File: src/rtl/cordic_iter_engine.sv
// cordic_iter_engine: folded CORDIC core, one micro-rotation per cycle, rotation or vectoring per transaction.
// Optional `CORDIC_GAIN_COMP_EN adds a single gain-compensation cycle so x_out/y_out come out at unit gain.
module cordic_iter_engine #(
  parameter int SYM_WIDTH = 1,
  parameter int INT_WIDTH = 1,
  parameter int DEC_WIDTH = 14,
  parameter int ITER = 14,
  localparam int W = SYM_WIDTH + INT_WIDTH + DEC_WIDTH
) (
  input  logic                clk,
  input  logic                rst,
  input  logic                in_valid,
  output logic                in_ready,
  input  logic                in_mode,
  input  logic signed [W-1:0] x_in,
  input  logic signed [W-1:0] y_in,
  input  logic signed [W-1:0] z_in,
  output logic                out_valid,
  input  logic                out_ready,
  output logic                out_mode,
  output logic signed [W-1:0] x_out,
  output logic signed [W-1:0] y_out,
  output logic signed [W-1:0] z_out
);
  localparam int SH = 30 - DEC_WIDTH;
  localparam logic [32:0] RND_A = (33'd1 << SH) >> 1;
  localparam logic [3:0] LAST = 4'(ITER - 1);
  // atan(2^-i) with 30 fraction bits, scaled down to DEC_WIDTH at lookup
  localparam logic [31:0] ATAN30 [16] = '{
    32'd843314857, 32'd497837830, 32'd263043837, 32'd133525159,
    32'd67021687,  32'd33543516,  32'd16775851,  32'd8388438,
    32'd4194283,   32'd2097149,   32'd1048576,   32'd524288,
    32'd262144,    32'd131072,    32'd65536,     32'd32768};
  typedef enum logic [1:0] {IDLE, RUN, COMP, DONE} state_t;
  state_t state;
  logic [3:0] cnt;
  logic [32:0] at;
  logic signed [W-1:0] a, sx, sy, nx, ny, nz;
  logic d;
  always_comb begin
    at = ({1'b0, ATAN30[cnt]} + RND_A) >> SH;
    a = W'(at);
    sx = x_out >>> cnt;
    sy = y_out >>> cnt;
    d = out_mode ? y_out[W-1] : ~z_out[W-1];
    nx = d ? x_out - sy : x_out + sy;
    ny = d ? y_out + sx : y_out - sx;
    nz = d ? z_out - a : z_out + a;
  end
`ifdef CORDIC_GAIN_COMP_EN
  localparam logic signed [W-1:0] CK = W'(int'(0.607253 * (2.0 ** DEC_WIDTH)));
  localparam logic signed [2*W-1:0] RND_C = (2*W)'(1) << (DEC_WIDTH - 1);
  logic signed [2*W-1:0] px, py;
  logic signed [W-1:0] cx, cy;
  always_comb begin
    px = (2*W)'(x_out) * (2*W)'(CK);
    py = (2*W)'(y_out) * (2*W)'(CK);
    cx = W'((px + RND_C) >>> DEC_WIDTH);
    cy = W'((py + RND_C) >>> DEC_WIDTH);
  end
`endif
  always_ff @(posedge clk or posedge rst) begin
    if (rst) begin
      state <= IDLE;
      in_ready <= 1'b1;
      out_valid <= 1'b0;
      out_mode <= 1'b0;
      x_out <= '0;
      y_out <= '0;
      z_out <= '0;
      cnt <= '0;
    end else begin
      case (state)
        IDLE: if (in_valid) begin
          x_out <= x_in;
          y_out <= y_in;
          z_out <= z_in;
          out_mode <= in_mode;
          cnt <= '0;
          in_ready <= 1'b0;
          state <= RUN;
        end
        RUN: begin
          x_out <= nx;
          y_out <= ny;
          z_out <= nz;
          cnt <= cnt + 4'd1;
          if (cnt == LAST) begin
`ifdef CORDIC_GAIN_COMP_EN
            state <= COMP;
`else
            state <= DONE;
            out_valid <= 1'b1;
`endif
          end
        end
`ifdef CORDIC_GAIN_COMP_EN
        COMP: begin
          x_out <= cx;
          y_out <= cy;
          out_valid <= 1'b1;
          state <= DONE;
        end
`endif
        DONE: if (out_ready) begin
          out_valid <= 1'b0;
          in_ready <= 1'b1;
          state <= IDLE;
        end
        default: state <= IDLE;
      endcase
    end
  end
endmodule

File: config.mk
export PLATFORM = sky130hd
export DESIGN_NAME = cordic_iter_engine
export DESIGN_NICKNAME = d
export VERILOG_FILES = /design/src/rtl/cordic_iter_engine.sv
export SDC_FILE = /design/constraint.sdc
export NUM_CORES = 1
export LEC_CHECK = 0
export ABC_CLOCK_PERIOD_IN_PS = 14900
export CORE_MARGIN = 4
export CORE_UTILIZATION = 50
export CTS_CLUSTER_SIZE = 20
export DETAILED_ROUTE_END_ITERATION = 8
export MAX_ROUTING_LAYER = met4
export PLACE_DENSITY = 0.74
export SLEW_MARGIN = 25
export SYNTH_ARGS = -nofsm -noshare
export SYNTH_HDL_FRONTEND = slang
export SYNTH_SLANG_ARGS = --single-unit
File: constraint.sdc
create_clock -name clk -period 14.9 [get_ports clk]
set_clock_uncertainty 0.05 [all_clocks]
set_input_delay 2.98 -clock clk [delete_from_list [all_inputs] [get_ports clk]]
set_output_delay 2.98 -clock clk [all_outputs]
set_load 0.02 [all_outputs]
==> qor.csv, run 1 <==
metric;value;unit
status;completed;
total clock sinks;57;
met3 Use GR;0.0333;
critical path peak fanout;49;
Most Crowded Layer GR;met2;
Die X;131;um
I/O pin count;104;
M2 GR Usage;0.378;
WP buf/inv;2;
share of cells above drive strength 1;0.0885;
vias in the first global route;6935;
number of synthesized register bits;57;
htree depth;3;
most frequent cells in the layout;nand2_1, clkdlybuf4s50_1, nor2_1, a21oi_1, ha_1;
Die Ht;131;um
WHS Path Cells;2;
DP HPWL;15.6;mm
post-synthesis sequential area ratio;0.188;
crit path kind;flip-flop to flip-flop;
Multi-input gate area;5790;sq um
Num CTS Buffers;9;
Mean Syn Cell Area;8.15;sq um
initial antenna violation count;0;
drt drc;0;
Reg clk slew, reported paths;0.05;ns
Total Routing Usage GR;0.257;
# nets final;1116;
WL final;21.7;mm
DR pass1 iterations;5;
Critical Path RT;15.07;ns
antenna-violating nets left;0;
WL/cell;18.2;um
Hold-fix buffers, CTS;0;
post-synth net total;1047;
GR met1 Demand/Resource;0.368;
max cap viols;0;
Area growth syn-to-layout;18.5;%
CP Cell Sequence;clkinv_1 -> ha_1 -> or3_1 -> a22oi_1 -> inv_1 -> ha_1 -> o21ai_0 -> and4bb_1 -> or4b_1 -> o211ai_1 -> nor4b_2 -> nand3b_1 -> o31ai_1 -> a31oi_1 -> ha_1 -> or3_1 -> a211oi_1 -> o31a_1 -> and3_1 -> nand3_1 -> o311ai_0 -> nor4_1;
via/cell ratio;6.20;
worst reg-to-reg path cell count;22;
Final period util;0.450;
setup violators final;0;
setup TNS;0;ns
unrepaired setup endpoints after global routing;no;
delay-heaviest family, CP;simple AND/OR/NAND/NOR gates;
CTS tree;yes;
Via Count;7380;
number of synthesized flops with an enable pin;0;
max incr delay on CP;0.99;ns
Yosys warnings;0;
Syn Inst Count;932;
most used flip-flop cell after synthesis;dfrtp_1;
die area;17200;sq um
CP startpoint kind;flip-flop;
Setup crit end kind;flip-flop;
reg2reg start;cnt[1]$_DFFE_PP0P_;
FF-to-FF setup slack;8.19;ns
Slowest-stage cell, CP;dfrtp_2;
# rows;44;
global placement routability congestion;0.956;
crit path capture;z_out[15]$_DFFE_PP0P_;
PostCTS Resize Cnt;0;
Max Buffers Root-to-Sink;2;
min-delay worst type;flip-flop to flip-flop;
Critical Path AT;6.87;ns
Post-CTS Setup Bufs;0;
max-slew violations;0;
Hold Vio Cnt, Final;0;
min Tclk post-route;6.71;ns
largest net degree at the start of global routing;69;
most common cell after layout, fill and taps aside;nand2_1;
Root Buffer;clkbuf_16;
Core ar.;14700;sq um
Slew HR;0.316;
Netlist Area Pre-Place;7590;sq um
Diodes inserted;0;
Clock Latency Late Sink;0.34;ns
first-pass GRT wire length;35.9;mm
Worst-Margin Slew;1.02;ns
post-synth cell types;89;
Initial Util;0.517;
Fill cells;1309;
Reg area;1430;sq um
crit path launch;cnt[1]$_DFFE_PP0P_;
Initial DRC Count;671;
Most Frequent Cell on Critical Path;ha_1;
Critical Path Stages;22;
Async SR Flop Fraction;1.00;
f_max;149;MHz
# port buffers;103;
GRT Residual Overflow;0;
reg2reg end;z_out[15]$_DFFE_PP0P_;
[layer usage]
layer,vias up,routed length (um)
met4,0,446
met5,-,0
met1,3484,10400
met3,33,1540
met2,299,9360
li1,3564,-
[how the worst min path moves through the flow]
stage / startpoint / to / slack, ns
after global routing: z_out[3]$_DFFE_PP0P_ / z_out[3]$_DFFE_PP0P_ / 0.53
after detailed placement: out_valid$_DFFE_PP0P_ / out_valid$_DFFE_PP0P_ / 0.45
after global placement: out_valid$_DFFE_PP0P_ / out_valid$_DFFE_PP0P_ / 0.45
after CTS: out_valid$_DFFE_PP0P_ / out_valid$_DFFE_PP0P_ / 0.47
after floorplan: in_ready$_DFFE_PP1P_ / in_ready$_DFFE_PP1P_ / 0.51
final: out_valid$_DFFE_PP0P_ / out_valid$_DFFE_PP0P_ / 0.46
[state kept, by name (all words and copies together), names as in the netlist]
name,count
in_ready,1
cnt,4
z_out,16
out_mode,1
state,2
y_out,16
x_out,16
out_valid,1
[Yosys cell counts, types with 10 or more instances]
master    number  area, sq um
nand2_1      122          458
nor2_1        88          330
a21oi_1       71          355
ha_1          59          738
dfrtp_1       56         1400
xnor2_1       53          464
o21ai_0       44          220
a31oi_1       35          219
clkbuf_1      31          116
inv_1         31          116
xor2_1        26          228
mux4_2        23          518
mux2i_1       17          170
nand3_1       17         85.1
nor3_1        17         85.1
a211oi_1      14          105
nor2b_1       14         87.6
buf_2         13         65.1
a21o_1        12         90.1
and3_1        10         62.6
nand2b_1      10         62.6
[cell families (layout without fill, tap and decap cells)]
| group | Yosys count | in the layout | share of synthesized area |
|---|---|---|---|
| AO/OA/AOI/OAI | 262 | 262 | 0.232 |
| XOR/XNOR | 80 | 80 | 0.0941 |
| adder cells (fa/ha/maj) | 62 | 62 | 0.105 |
| buffers and inverters | 89 | 163 | 0.0512 |
| flip-flops | 57 | 57 | 0.188 |
| multiplexers | 57 | 57 | 0.130 |
| AND/OR/NAND/NOR | 325 | 325 | 0.199 |
[through the flow]
step | hold WS, ns | util | setup WS [ns] | cell area, sq um | instances
after floorplan | 0.506 | - | 9.54 | 7590 | 932
after global placement | 0.450 | 0.591 | 8.52 | 8690 | 1174
after detailed placement | 0.449 | 0.591 | 8.24 | 8690 | 1174
after CTS | 0.470 | 0.612 | 8.21 | 9000 | 1190
after global routing | 0.534 | 0.612 | 7.59 | 9000 | 1190
final | 0.462 | 0.612 | 8.19 | 9000 | 1190
[final cells by class]
type                       count  share of cell area
sequential                    57               0.159
inverter                      34              0.0142
multi-input combinational    786               0.644
clock inverter                 5             0.00890
timing repair buffer         113               0.123
clock buffer                  11              0.0259
tap                          184              0.0256
[worst min-delay path, cell delays in order (launching register included)]
cell and delay, ns:
dfrtp_1 0.36, nand2_1 0.06, o21ai_0 0.06
Power of run 1 is not shown: default switching activity piles up to over one toggle a cycle in this logic, so the estimate is an artifact.
==> run 2, diff against run 1 <==
--- a/config.mk
+++ b/config.mk
@@ -5,13 +5,13 @@
 export SDC_FILE = /design/constraint.sdc
 export NUM_CORES = 1
 export LEC_CHECK = 0
-export ABC_CLOCK_PERIOD_IN_PS = 14900
+export ABC_CLOCK_PERIOD_IN_PS = 5700
 export CORE_MARGIN = 4
 export CORE_UTILIZATION = 50
 export CTS_CLUSTER_SIZE = 20
 export DETAILED_ROUTE_END_ITERATION = 8
 export MAX_ROUTING_LAYER = met4
-export PLACE_DENSITY = 0.74
+export PLACE_DENSITY = 0.77
 export SLEW_MARGIN = 25
 export SYNTH_ARGS = -nofsm -noshare
 export SYNTH_HDL_FRONTEND = slang
==> constraint.sdc (replaced) <==
create_clock -name clk -period 5.7 [get_ports clk]
set_clock_uncertainty 0.05 [all_clocks]
set_input_delay 1.14 -clock clk [delete_from_list [all_inputs] [get_ports clk]]
set_output_delay 1.14 -clock clk [all_outputs]
set_load 0.02 [all_outputs]
==> qor.csv, run 2 (same netlist as run 1, synthesis figures left out) <==
metric;value;unit;change
I/O pin count;104;;unchanged
Regs by FF count;x_out x16, y_out x16, z_out x16;;unchanged
WL final;22.3;mm;was 21.7 mm
max cap viols;0;;unchanged
Final period util;0.946;;was 0.450
Area growth syn-to-layout;20.1;%;was 18.5%
crit path kind;flip-flop to flip-flop;;unchanged
WHS Path Cells;2;;unchanged
Root Buffer;clkbuf_16;;unchanged
via/cell ratio;6.18;;was 6.20
share of cells above drive strength 1;0.101;;was 0.0885
CTS tree;yes;;unchanged
Initial Util;0.517;;unchanged
WL/cell;18.6;um;was 18.2 um
antenna-violating nets left;0;;unchanged
Via Count;7422;;was 7,380
CP startpoint kind;flip-flop;;unchanged
Die X;131;um;unchanged
FF-to-FF setup slack;0.31;ns;was 8.19 ns
total clock sinks;57;;unchanged
status;completed;;unchanged
min-delay worst type;flip-flop to flip-flop;;unchanged
first-pass GRT wire length;36.5;mm;was 35.9 mm
unrepaired setup endpoints after global routing;no;;unchanged
Clock Latency Late Sink;0.35;ns;was 0.34 ns
Num CTS Buffers;9;;unchanged
worst reg-to-reg path cell count;22;;unchanged
DR pass1 iterations;5;;unchanged
most common cell after layout, fill and taps aside;nand2_1;;unchanged
Critical Path AT;5.55;ns;was 6.87 ns
min Tclk post-route;5.39;ns;was 6.71 ns
Total Routing Usage GR;0.263;;was 0.257
# nets final;1127;;was 1,116
setup TNS;0;ns;unchanged
most frequent cells in the layout;nand2_1, clkdlybuf4s50_1, nor2_1, a21oi_1, ha_1;;unchanged
critical path peak fanout;13;;was 49
drt drc;0;;unchanged
max-slew violations;0;;unchanged
Critical Path RT;5.86;ns;was 15.07 ns
global placement routability congestion;0.960;;was 0.956
Initial DRC Count;588;;was 671
Die Ht;131;um;unchanged
Max Buffers Root-to-Sink;2;;unchanged
Fill cells;1263;;was 1,309
DP HPWL;16.5;mm;was 15.6 mm
Core ar.;14700;sq um;unchanged
PnR worst setup slack;0.310;ns;was 8.19 ns
vias in the first global route;7087;;was 6,935
# rows;44;;unchanged
initial antenna violation count;0;;unchanged
GRT Residual Overflow;0;;unchanged
setup violators final;0;;unchanged
# port buffers;103;;unchanged
Reg clk slew, reported paths;0.06;ns;was 0.05 ns
PostCTS Resize Cnt;0;;unchanged
htree depth;3;;unchanged
Slew HR;0.382;;was 0.316
Post-CTS Setup Bufs;0;;unchanged
Hold-fix buffers, CTS;0;;unchanged
Worst-Margin Slew;0.927;ns;was 1.02 ns
f_max;186;MHz;was 149 MHz
die area;17200;sq um;unchanged
Hold Vio Cnt, Final;0;;unchanged
largest net degree at the start of global routing;58;;was 69
pre-CTS setup slack;0.380;ns;was 8.24 ns
Setup crit end kind;flip-flop;;unchanged
Diodes inserted;0;;unchanged
==> run 2: cell types whose count changed in the layout (fill, tap and decap cells not counted), sizes merged <==
| cell | change |
|---|---|
| buf | +11 |
| clkbuf | -2 |
| inv | +2 |
==> run 2: worst paths after layout <==
kind / to / startpoint
max: z_out[14]$_DFFE_PP0P_ / cnt[1]$_DFFE_PP0P_
min: in_ready$_DFFE_PP1P_ / in_ready$_DFFE_PP1P_
max reg2reg: z_out[14]$_DFFE_PP0P_ / cnt[1]$_DFFE_PP0P_
min reg2reg: in_ready$_DFFE_PP1P_ / in_ready$_DFFE_PP1P_
max in group asynchronous: cnt[1]$_DFFE_PP0P_ / rst
min in group asynchronous: z_out[14]$_DFFE_PP0P_ / rst
==> run 2: per-layer routing <==
metal  vias up  wire (um)  track usage
li1       3581          -            -
met1      3546      10200        0.360
met2       263      10200        0.406
met3        32       1530       0.0386
met4         0        379       0.0776
met5         -          0            -
==> run 2: critical path, cell delays in order, from the launching register on <==
cell      delay (ns)
dfrtp_2         0.41
buf_4           0.19
ha_1            0.22
or3_1           0.32
a22oi_1         0.34
inv_1           0.08
ha_1            0.21
xor2_1          0.37
inv_1           0.10
ha_1            0.29
nor2_1          0.17
xnor2_1         0.15
xnor2_1         0.09
ha_1            0.35
a21o_1          0.20
a21oi_1         0.20
nor2b_1         0.08
o21ai_0         0.34
a211oi_1        0.20
or3_1           0.37
a31oi_1         0.25
xor2_1          0.17
o21ai_0         0.10
==> run 2: area by class of cell <==
class,count,area [sq um],share of cell area
clock inverters,7,101,0.0111
multi-input cells,786,5810,0.637
clock buffers,9,225,0.0247
inverters,34,128,0.0140
flip-flops and latches,57,1430,0.157
well taps,184,230,0.0252
repair buffers,124,1190,0.131
==> run 2: through the flow <==
stage / utilization / area, sq um / hold WS (ns) / std cells
after CTS: 0.619 / 9090 / 0.486 / 1201
after floorplan: - / 7590 / 0.506 / 932
final: 0.620 / 9120 / 0.483 / 1201
after detailed placement: 0.597 / 8770 / 0.478 / 1185
after global placement: 0.597 / 8770 / 0.469 / 1185
after global routing: 0.620 / 9120 / 0.533 / 1201
Power of run 2 is left out for the same reason.
==> run 3, diff against run 2 <==
--- a/config.mk
+++ b/config.mk
@@ -7,11 +7,11 @@
 export LEC_CHECK = 0
 export ABC_CLOCK_PERIOD_IN_PS = 5700
 export CORE_MARGIN = 4
-export CORE_UTILIZATION = 50
-export CTS_CLUSTER_SIZE = 20
+export CORE_UTILIZATION = 36
+export CTS_CLUSTER_SIZE = 25
 export DETAILED_ROUTE_END_ITERATION = 8
 export MAX_ROUTING_LAYER = met4
-export PLACE_DENSITY = 0.77
+export PLACE_DENSITY = 0.58
 export SLEW_MARGIN = 25
 export SYNTH_ARGS = -nofsm -noshare
 export SYNTH_HDL_FRONTEND = slang
==> qor.csv, run 3 (same netlist as run 1, synthesis figures left out) <==
metric;value;unit;change
status;completed;;unchanged
GRT Residual Overflow;0;;unchanged
Regs by FF count;x_out x16, y_out x16, z_out x16;;unchanged
Final period util;0.920;;was 0.946
antenna-violating nets left;0;;unchanged
# port buffers;103;;unchanged
share of cells above drive strength 1;0.109;;was 0.101
die area;23500;sq um;was 17,200 sq um
max incr delay on CP;0.47;ns;was 0.41 ns
Worst-Margin Slew;1.01;ns;was 0.927 ns
critical path peak fanout;7;;was 13
FF-to-FF setup slack;0.45;ns;was 0.31 ns
Core ar.;20500;sq um;was 14,700 sq um
crit path kind;flip-flop to flip-flop;;unchanged
Initial Util;0.371;;was 0.517
DP HPWL;17.7;mm;was 16.5 mm
Slowest-stage cell, CP;or4_1;;was dfrtp_2
setup violators final;0;;unchanged
CP Cell Sequence;clkinv_1 -> buf_4 -> ha_1 -> or2_2 -> a31oi_1 -> ha_1 -> o21ai_0 -> and4bb_1 -> or4b_1 -> o211ai_1 -> nor4b_4 -> nand3b_1 -> nand2_1 -> xor2_1 -> ha_1 -> nand3_1 -> nand2_1 -> a211oi_2 -> o31a_1 -> or4_1 -> o21ai_0 -> nor4_1;;was buf_4 -> ha_1 -> or3_1 -> a22oi_1 -> inv_1 -> ha_1 -> xor2_1 -> inv_1 -> ha_1 -> nor2_1 -> xnor2_1 -> xnor2_1 -> ha_1 -> a21o_1 -> a21oi_1 -> nor2b_1 -> o21ai_0 -> a211oi_1 -> or3_1 -> a31oi_1 -> xor2_1 -> o21ai_0
Initial DRC Count;620;;was 588
# rows;52;;was 44
post-route cell area;9290;sq um;was 9120 sq um
Fill cells;2040;;was 1,263
reg2reg end;z_out[15]$_DFFE_PP0P_;;was z_out[14]$_DFFE_PP0P_
worst reg-to-reg path cell count;22;;unchanged
initial antenna violation count;0;;unchanged
Hold Vio Cnt, Final;0;;unchanged
Reg clk slew, reported paths;0.06;ns;about the same
Via Count;7362;;was 7,422
DR pass1 iterations;6;;was 5
global placement routability congestion;0.963;;was 0.960
Total Routing Usage GR;0.205;;was 0.263
Min Hold Slack;0.493;ns;was 0.483 ns
vias in the first global route;7048;;was 7,087
drt drc;0;;unchanged
Critical Path AT;5.42;ns;was 5.55 ns
I/O pin count;104;;unchanged
WL final;23.7;mm;was 22.3 mm
Root Buffer;clkbuf_16;;unchanged
reg2reg start;cnt[1]$_DFFE_PP0P_;;unchanged
max cap viols;0;;unchanged
Critical Path RT;5.87;ns;was 5.86 ns
Num CTS Buffers;9;;unchanged
Die X;153;um;was 131 um
Most Frequent Cell on Critical Path;ha_1;;unchanged
unrepaired setup endpoints after global routing;no;;unchanged
Clock Latency Late Sink;0.35;ns;about the same
crit path launch;cnt[1]$_DFFE_PP0P_;;unchanged
most frequent cells in the layout;nand2_1, clkdlybuf4s50_1, nor2_1, a21oi_1, ha_1;;unchanged
Post-CTS Setup Bufs;0;;unchanged
Area growth syn-to-layout;22.3;%;was 20.1%
Max Buffers Root-to-Sink;2;;unchanged
crit path capture;z_out[15]$_DFFE_PP0P_;;was z_out[14]$_DFFE_PP0P_
via/cell ratio;5.69;;was 6.18
max-slew violations;0;;unchanged
# nets final;1133;;was 1,127
min Tclk post-route;5.25;ns;was 5.39 ns
WL/cell;18.3;um;was 18.6 um
Setup crit end kind;flip-flop;;unchanged
Diodes inserted;0;;unchanged
Die Ht;153;um;was 131 um
Slew HR;0.325;;was 0.382
CTS tree;yes;;unchanged
total clock sinks;57;;unchanged
f_max;191;MHz;was 186 MHz
setup TNS;0;ns;unchanged
Placement Cell Area;8920;sq um;was 8770 sq um
htree depth;3;;unchanged
largest net degree at the start of global routing;58;;unchanged
most common cell after layout, fill and taps aside;nand2_1;;unchanged
CP startpoint kind;flip-flop;;unchanged
min-delay worst type;flip-flop to flip-flop;;unchanged
first-pass GRT wire length;38.4;mm;was 36.5 mm
-- run 3: how the worst min path moves through the flow --
stage	from	endpoint	cells after the start
2_1_floorplan	in_ready$_DFFE_PP1P_	in_ready$_DFFE_PP1P_	2
3_3_place_gp	out_valid$_DFFE_PP0P_	out_valid$_DFFE_PP0P_	2
3_5_place_dp	in_ready$_DFFE_PP1P_	in_ready$_DFFE_PP1P_	2
4_1_cts	in_ready$_DFFE_PP1P_	in_ready$_DFFE_PP1P_	2
5_1_grt	z_out[2]$_DFFE_PP0P_	z_out[2]$_DFFE_PP0P_	1
6_report	in_ready$_DFFE_PP1P_	in_ready$_DFFE_PP1P_	2
-- run 3: critical path: cells and delay by family, from the launching register on --
family / cells / cell delay [ns]
compound gates: 6 / 1.07
xor+xnor: 1 / 0.19
fa+ha+maj: 3 / 0.75
buf+inv: 2 / 0.32
flops: 1 / 0.38
simple gates: 10 / 2.36
-- run 3: cell type report --
cell class / count / area, sq um / area share
Clock buffer: 11 / 253 / 0.0272
Clock inverter: 5 / 77.6 / 0.00835
Inverter: 34 / 128 / 0.0137
Multi-Input combinational cell: 786 / 5830 / 0.627
Sequential cell: 57 / 1430 / 0.154
Tap cell: 270 / 338 / 0.0364
Timing Repair Buffer: 130 / 1230 / 0.133
-- run 3: what timing repair did --
action                                  4_1_cts  5_1_grt
endpoints found under the hold margin         0        0
endpoints found under the setup margin        0        2
resized for setup                             0        5
hold buffers                                  0        0
-- run 3: per-layer routing --
metal	part of all wire	up-vias	wire (um)	GRT usage
li1	-	3599	-	-
met4	0.011	0	265	0.0488
met2	0.45	228	10600	0.311
met1	0.49	3516	11500	0.292
met3	0.055	19	1290	0.0266
met5	0	-	0	-
-- run 3: per-stage QoR --
stage / setup WS [ns] / std cells / utilization
floorplan: 0.343 / 932 / -
global placement: 0.531 / 1277 / 0.435
detailed placement: 0.450 / 1277 / 0.435
CTS: 0.421 / 1293 / 0.451
global route: 0.0457 / 1293 / 0.453
finish: 0.454 / 1293 / 0.453
Power of run 3 is left out for the same reason.
